**src/rtl/regfile_pkg.sv**
```systemverilog
// Shared definitions for the register bank with busy scoreboard.
// Provides default sizing, the address-width helper, the packed read-port
// slice helper and the per-register busy-bit update operation type.
package regfile_pkg;

  localparam int unsigned XLEN_DEF  = 32;
  localparam int unsigned NREGS_DEF = 32;
  localparam int unsigned NREAD_DEF = 2;

  // Next-state action for one scoreboard bit in a given cycle.
  typedef enum logic [1:0] {
    BUSY_HOLD  = 2'd0,
    BUSY_CLEAR = 2'd1,
    BUSY_SET   = 2'd2
  } busy_op_e;

  // Address width for a register count; at least one bit.
  function automatic int unsigned calc_aw(input int unsigned n);
    return (n < 2) ? 1 : $clog2(n);
  endfunction

  // LSB of field k in a packed bus of fields each w bits wide.
  function automatic int unsigned port_lsb(input int unsigned k, input int unsigned w);
    return k * w;
  endfunction

endpackage

```
**src/rtl/regfile_scoreboard_bits.sv**
```systemverilog
// Busy-bit array: one bit per architectural register marking an in-flight
// write. Reservations set bits, writebacks clear them; a reservation and a
// writeback to the same register in one cycle leave the bit set, since the
// reservation belongs to the younger instruction.
// Ports:
//   clk, rst     - clock, synchronous active-high reset (clears all bits)
//   wr_en_i      - writeback enable
//   rd_addr_i    - writeback destination
//   rsv_en_i     - reservation request
//   rsv_addr_i   - register to reserve
//   rsv_ready_o  - reservation would be accepted this cycle
//   busy_vec_o   - full scoreboard
module regfile_scoreboard_bits
  import regfile_pkg::*;
#(
  parameter int unsigned NREGS    = NREGS_DEF,
  parameter int unsigned BYPASS   = 1,
  parameter int unsigned ZERO_REG = 1,
  localparam int unsigned AW      = calc_aw(NREGS)
) (
  input  logic             clk,
  input  logic             rst,
  input  logic             wr_en_i,
  input  logic [AW-1:0]    rd_addr_i,
  input  logic             rsv_en_i,
  input  logic [AW-1:0]    rsv_addr_i,
  output logic             rsv_ready_o,
  output logic [NREGS-1:0] busy_vec_o
);

  logic [NREGS-1:0] busy_q;
  busy_op_e         busy_op [NREGS];
  logic             wr_zero;
  logic             rsv_zero;
  logic             wr_bypass;
  logic             rsv_accept;

  always_comb begin
    wr_zero   = (ZERO_REG != 0) && (rd_addr_i == '0);
    rsv_zero  = (ZERO_REG != 0) && (rsv_addr_i == '0);
    // A same-cycle writeback retires the pending write, so a new
    // reservation to that register need not wait for the bit to drop.
    wr_bypass = (BYPASS != 0) && wr_en_i && (rd_addr_i == rsv_addr_i);
    rsv_ready_o = rsv_zero | ~busy_q[rsv_addr_i] | wr_bypass;
    rsv_accept  = rsv_en_i && rsv_ready_o && !rsv_zero;
  end

  always_comb begin
    for (int unsigned i = 0; i < NREGS; i++) begin
      busy_op[i] = BUSY_HOLD;
      if (rsv_accept && (rsv_addr_i == AW'(i)))
        busy_op[i] = BUSY_SET;
      else if (wr_en_i && !wr_zero && (rd_addr_i == AW'(i)))
        busy_op[i] = BUSY_CLEAR;
    end
  end

  always_ff @(posedge clk) begin
    if (rst) begin
      busy_q <= '0;
    end else begin
      for (int unsigned i = 0; i < NREGS; i++) begin
        case (busy_op[i])
          BUSY_SET:   busy_q[i] <= 1'b1;
          BUSY_CLEAR: busy_q[i] <= 1'b0;
          default:    busy_q[i] <= busy_q[i];
        endcase
      end
    end
  end

  assign busy_vec_o = busy_q;

endmodule

```
**src/rtl/regfile_scoreboard.sv**
```systemverilog
// Parametrised integer register bank with a per-register busy scoreboard.
// Decode reads operands and reserves destinations; writeback writes results.
// Reads are combinational with optional same-cycle writeback forwarding.
// Ports:
//   clk, rst     - clock, synchronous active-high reset (clears data and busy)
//   wr_en_i      - writeback enable
//   rd_addr_i    - writeback destination
//   data_i       - writeback data
//   rs_addr_i    - packed read addresses, port k at [k*AW +: AW]
//   rs_data_o    - packed read data, port k at [k*XLEN +: XLEN]
//   rs_busy_o    - per read port: register has a pending write
//   rsv_en_i     - reserve rsv_addr_i as an in-flight destination
//   rsv_addr_i   - destination being reserved
//   rsv_ready_o  - reservation would be accepted this cycle
//   busy_vec_o   - full scoreboard
module regfile_scoreboard
  import regfile_pkg::*;
#(
  parameter int unsigned XLEN     = XLEN_DEF,
  parameter int unsigned NREGS    = NREGS_DEF,
  parameter int unsigned NREAD    = NREAD_DEF,
  parameter int unsigned BYPASS   = 1,
  parameter int unsigned ZERO_REG = 1,
  localparam int unsigned AW      = calc_aw(NREGS)
) (
  input  logic                  clk,
  input  logic                  rst,
  input  logic                  wr_en_i,
  input  logic [AW-1:0]         rd_addr_i,
  input  logic [XLEN-1:0]       data_i,
  input  logic [NREAD*AW-1:0]   rs_addr_i,
  output logic [NREAD*XLEN-1:0] rs_data_o,
  output logic [NREAD-1:0]      rs_busy_o,
  input  logic                  rsv_en_i,
  input  logic [AW-1:0]         rsv_addr_i,
  output logic                  rsv_ready_o,
  output logic [NREGS-1:0]      busy_vec_o
);

  logic [XLEN-1:0] regs_q [NREGS];
  logic            wr_zero;
  logic [AW-1:0]   rs_addr [NREAD];
  logic            rs_zero [NREAD];
  logic            rs_hit  [NREAD];

  assign wr_zero = (ZERO_REG != 0) && (rd_addr_i == '0);

  always_ff @(posedge clk) begin
    if (rst) begin
      for (int unsigned i = 0; i < NREGS; i++)
        regs_q[i] <= '0;
    end else if (wr_en_i && !wr_zero) begin
      regs_q[rd_addr_i] <= data_i;
    end
  end

  regfile_scoreboard_bits #(
    .NREGS    (NREGS),
    .BYPASS   (BYPASS),
    .ZERO_REG (ZERO_REG)
  ) u_bits (
    .clk         (clk),
    .rst         (rst),
    .wr_en_i     (wr_en_i),
    .rd_addr_i   (rd_addr_i),
    .rsv_en_i    (rsv_en_i),
    .rsv_addr_i  (rsv_addr_i),
    .rsv_ready_o (rsv_ready_o),
    .busy_vec_o  (busy_vec_o)
  );

  // Forwarding is held off during reset so reads show the array being
  // cleared rather than writeback data that will be discarded.
  always_comb begin
    rs_data_o = '0;
    rs_busy_o = '0;
    for (int unsigned k = 0; k < NREAD; k++) begin
      rs_addr[k] = rs_addr_i[port_lsb(k, AW) +: AW];
      rs_zero[k] = (ZERO_REG != 0) && (rs_addr[k] == '0);
      rs_hit[k]  = (BYPASS != 0) && !rst && wr_en_i && !rs_zero[k] &&
                   (rd_addr_i == rs_addr[k]);
      if (rs_zero[k]) begin
        rs_data_o[port_lsb(k, XLEN) +: XLEN] = '0;
        rs_busy_o[k] = 1'b0;
      end else if (rs_hit[k]) begin
        rs_data_o[port_lsb(k, XLEN) +: XLEN] = data_i;
        rs_busy_o[k] = 1'b0;
      end else begin
        rs_data_o[port_lsb(k, XLEN) +: XLEN] = regs_q[rs_addr[k]];
        rs_busy_o[k] = busy_vec_o[rs_addr[k]];
      end
    end
  end

endmodule
```
**config.mk**
```make
export PLATFORM = sky130hd
export DESIGN_NAME = regfile_scoreboard
export DESIGN_NICKNAME = d
export VERILOG_FILES = /design/src/rtl/regfile_pkg.sv /design/src/rtl/regfile_scoreboard_bits.sv /design/src/rtl/regfile_scoreboard.sv
export SDC_FILE = /design/constraint.sdc
export NUM_CORES = 2
export LEC_CHECK = 0
export CORE_AREA = 2 2 464 351
export DETAILED_ROUTE_END_ITERATION = 10
export DIE_AREA = 0 0 466 353
export PLACE_DENSITY = 0.58
export SYNTH_ARGS = -nofsm -noshare
export SYNTH_HDL_FRONTEND = slang
export SYNTH_SLANG_ARGS = --single-unit
```
**constraint.sdc**
```tcl
create_clock -name clk -period 4.5 [get_ports clk]
set_clock_uncertainty 0.2 [all_clocks]
set_input_delay 1.125 -clock clk [delete_from_list [all_inputs] [get_ports clk]]
set_output_delay 1.125 -clock clk [all_outputs]
set_load 0.05 [all_outputs]
```
==> metrics.csv <==
stage,metric,value,unit
routing,met1Wirelength,91000,um
outcome,status,finished with violations,
worst_setup_path,path_max_fanout,7,
cts,clkSinkCount,1056,
timing,timing_hold_violations_final,0,
outcome,failed_checks,setup timing,
worst_setup_path,crit_path_max_incr_delay,0.27,ns
cts,cts_made_buffers,106,
hold_path,hold_depth,2,
timing,relSlewSlack,38.7,%
global_routing,grt_overflow,0,
routing,post-route-drc-count,0,
logic_synthesis,yosysMostFrequentCell,edfxtp_1,
timing,timing.final.ws_setup,-0.100,ns
logic_synthesis,synth-edff-count,1024,
final_layout,finalNonFillerCells,6462,
hold_path,worstHoldStart,u_bits.busy_vec_o[25],
worst_setup_path,rr_worst_depth,5,
placed_design,gp_congestion,0.907,
final_layout,design_area,71700,um^2
global_routing,grt_pass1_vias,39200,
routing,wl_met2,101000,um
cts,clock_latency,0.73,ns
placed_design,hpwlAfterDp,144000,um
logic_synthesis,synth_top_area_share,53.7,%
power_and_ir_drop,powerDensity,355,nW/um^2
logic_synthesis,ys.flop_type,edfxtp_1,
timing,finalSetupViolCount,45,
cts,cts_tree,yes,
final_layout,final_util,44.7,%
floorplan,ios,155,
worst_setup_path,r2r_slack,2.08,ns
worst_setup_path,crit_type,in2out,
floorplan,dieArea,164000,um^2
cts,root_buffer,clkbuf_16,
worst_setup_path,rr_endpoint,u_bits.busy_vec_o[17],
placed_design,dp_cells,6167,
run,max-cap-violations,0,
global_routing,grt_pass1_wl,325000,um
global_routing,antenna_found_initial,31,
timing,worst_slew_pin_slew,0.919,ns
worst_setup_path,cp-start-kind,primary input,
final_layout,finalNetCount,4263,
routing,antenna_left,0,
worst_setup_path,critPathMostFrequentCell,buf_12,
placed_design,post_dp_cell_area,65800,um^2
final_layout,drive_gt1_share,37.9,%
logic_synthesis,ys_types,56,
routing,highest_layer,met4,
worst_setup_path,crit_required,3.17,ns
logic_synthesis,synth_warnings,0,
worst_setup_path,arrival,3.28,ns
timing,rsz0062_at_grt,yes,
cts,clockBufferDepth,3,
timing,finalCritPeriodShare,102,%
hold_path,whs_endpoint,u_bits.busy_vec_o[25],
logic_synthesis,syn_area,57300,um^2
routing,wl_met3,35000,um
logic_synthesis,syn_area_per_cell,15.1,um^2
worst_setup_path,crit_path_cell_trace,buf_12 > buf_16 > buf_12 > xnor2_2 > nand4_1 > buf_4 > nor3b_4 > buf_12 > buf_6 > buf_12 > nand2_2 > o21ai_2 > buf_12,
worst_setup_path,crit_path_end_kind,primary output,
routing,firstDrtPassIters,6,
power_and_ir_drop,peakVddDrop,0.327,mV
floorplan,fp-row-count,128,
logic_synthesis,async_flop_share,0,%
cts,cts.reportedPaths.clkPinSlew,0.06,ns
final_layout,n_fill_cell,14100,
logic_synthesis,ys_seq_area_share,54.8,%
logic_synthesis,synth.area.top_cells,"edfxtp_1 (54%), mux4_2 (23%), and2_1 (11%)",
timing,clock.fmax,217,MHz
power_and_ir_drop,power,25.4,mW
power_and_ir_drop,cellLeakagePower,25.3,nW
logic_synthesis,yosys-top-cells-count,"edfxtp_1 (1024), and2_1 (1004), mux4_2 (592)",
logic_synthesis,syn_inst,3781,
worst_setup_path,crit_family,buffers and inverters,
final_layout,syn_to_final_growth,25.3,%
global_routing,grt_usage,28.5,%
timing,timing.final.crit_period,4.60,ns
logic_synthesis,yosys.area.top_type,edfxtp_1,
routing,drt_iter0_drc,7277,
logic_synthesis,synth-seq-cells,1056,
routing,wl,237000,um
worst_setup_path,crit_slowest_cell,nand4_1,
routing,num_vias,40300,
floorplan,core_area,161000,um^2
placed_design,port_buffers,154,
placed_design,place_ws,-0.675,ns
timing,slew_violations,0,
floorplan,die_w,466,um
hold_path,hold_path_class,reg2reg,
global_routing,grt_max_degree,43,
cts,cts_max_level,3,
routing,routed_via_density,6.24,
worst_setup_path,r2r_start,u_bits.busy_vec_o[27],
floorplan,initial_core_util,35.6,%
routing,wire_per_inst,36.7,um
cts,ctsHoldBuffers,0,
timing,worst_hold_slack,0.324,ns
floorplan,dieHeight,353,um
timing,setup_tns,-2.57,ns
worst_setup_path,cp.buffers_inverters,8,
==> registers in the layout, indices dropped and copies added, names as in the netlist <==
register           count
regs_q              1024
u_bits.busy_vec_o     32
==> repair_timing <==
action / 4_1_cts / 5_1_grt
pin swaps: 21 / 30
gates cloned: 18 / 2
resized for setup: 204 / 101
setup endpoints to repair: 66 / 65
setup buffers: 38 / 24
==> layout by cell type (no fill, tap or decap), types with 37 or more instances in the layout <==
cell type / Yosys / layout
and2_1: 1004 / 1004
nand2_1: 120 / 81
mux4_2: 592 / 592
buf_6: 10 / 37
clkbuf_16: 0 / 111
mux2i_1: 68 / 64
buf_4: 32 / 347
nor2_1: 83 / 53
clkdlybuf4s50_1: 0 / 70
edfxtp_1: 1024 / 1024
buf_12: 0 / 185
==> cell type report <==
type	count	area, um^2	share of cell area (%)
inverters	36	138	0.192
clock buffers	129	2850	3.97
flip-flops and latches	1056	31400	43.8
repair buffers	695	8740	12.2
diodes	19	47.5	0.0663
clock inverters	70	674	0.940
multi-input cells	2312	25200	35.1
well taps	2145	2680	3.74
==> per-layer routing <==
metal / vias up / global-route usage, %
li1: 15500 / -
met4: 0 / 10.5
met3: 571 / 9.51
met1: 20900 / 40.3
met5: - / 0
met2: 3439 / 40.7
==> report_power, final <==
part / switching, mW / leakage, nW / internal, mW / total (mW)
clock network: 4.17 / 1.75 / 5.10 / 9.27
logic: 2.51 / 13.6 / 2.06 / 4.57
registers: 0.285 / 10.0 / 11.3 / 11.6
total: 6.96 / 25.3 / 18.5 / 25.4
==> cell families after synthesis <==
logic type / share of synthesized area, %
mux: 24.8
buf+inv: 3.41
flops: 54.8
other cells: 0.00655
simple gates: 13.9
compound gates: 2.88
xor+xnor: 0.229
==> tightest hold or removal path, delay by kind of cell, from the launching register on <==
kind            cells  cell delay (ns)
flops               1             0.36
buf+inv             1             0.07
compound gates      1             0.05
==> worst max-delay path by stage <==
stage | from | to | depth (start not counted)
finish | rs_addr_i[0] | rs_data_o[16] | 13
CTS | rs_addr_i[5] | rs_data_o[34] | 7
global placement | rs_addr_i[8] | rs_data_o[39] | 10
global route | rs_addr_i[0] | rs_data_o[26] | 14
floorplan | rs_addr_i[2] | rs_data_o[30] | 7
detailed placement | rs_addr_i[8] | rs_data_o[39] | 10
Note: power is estimated with default switching activity, not from simulation.
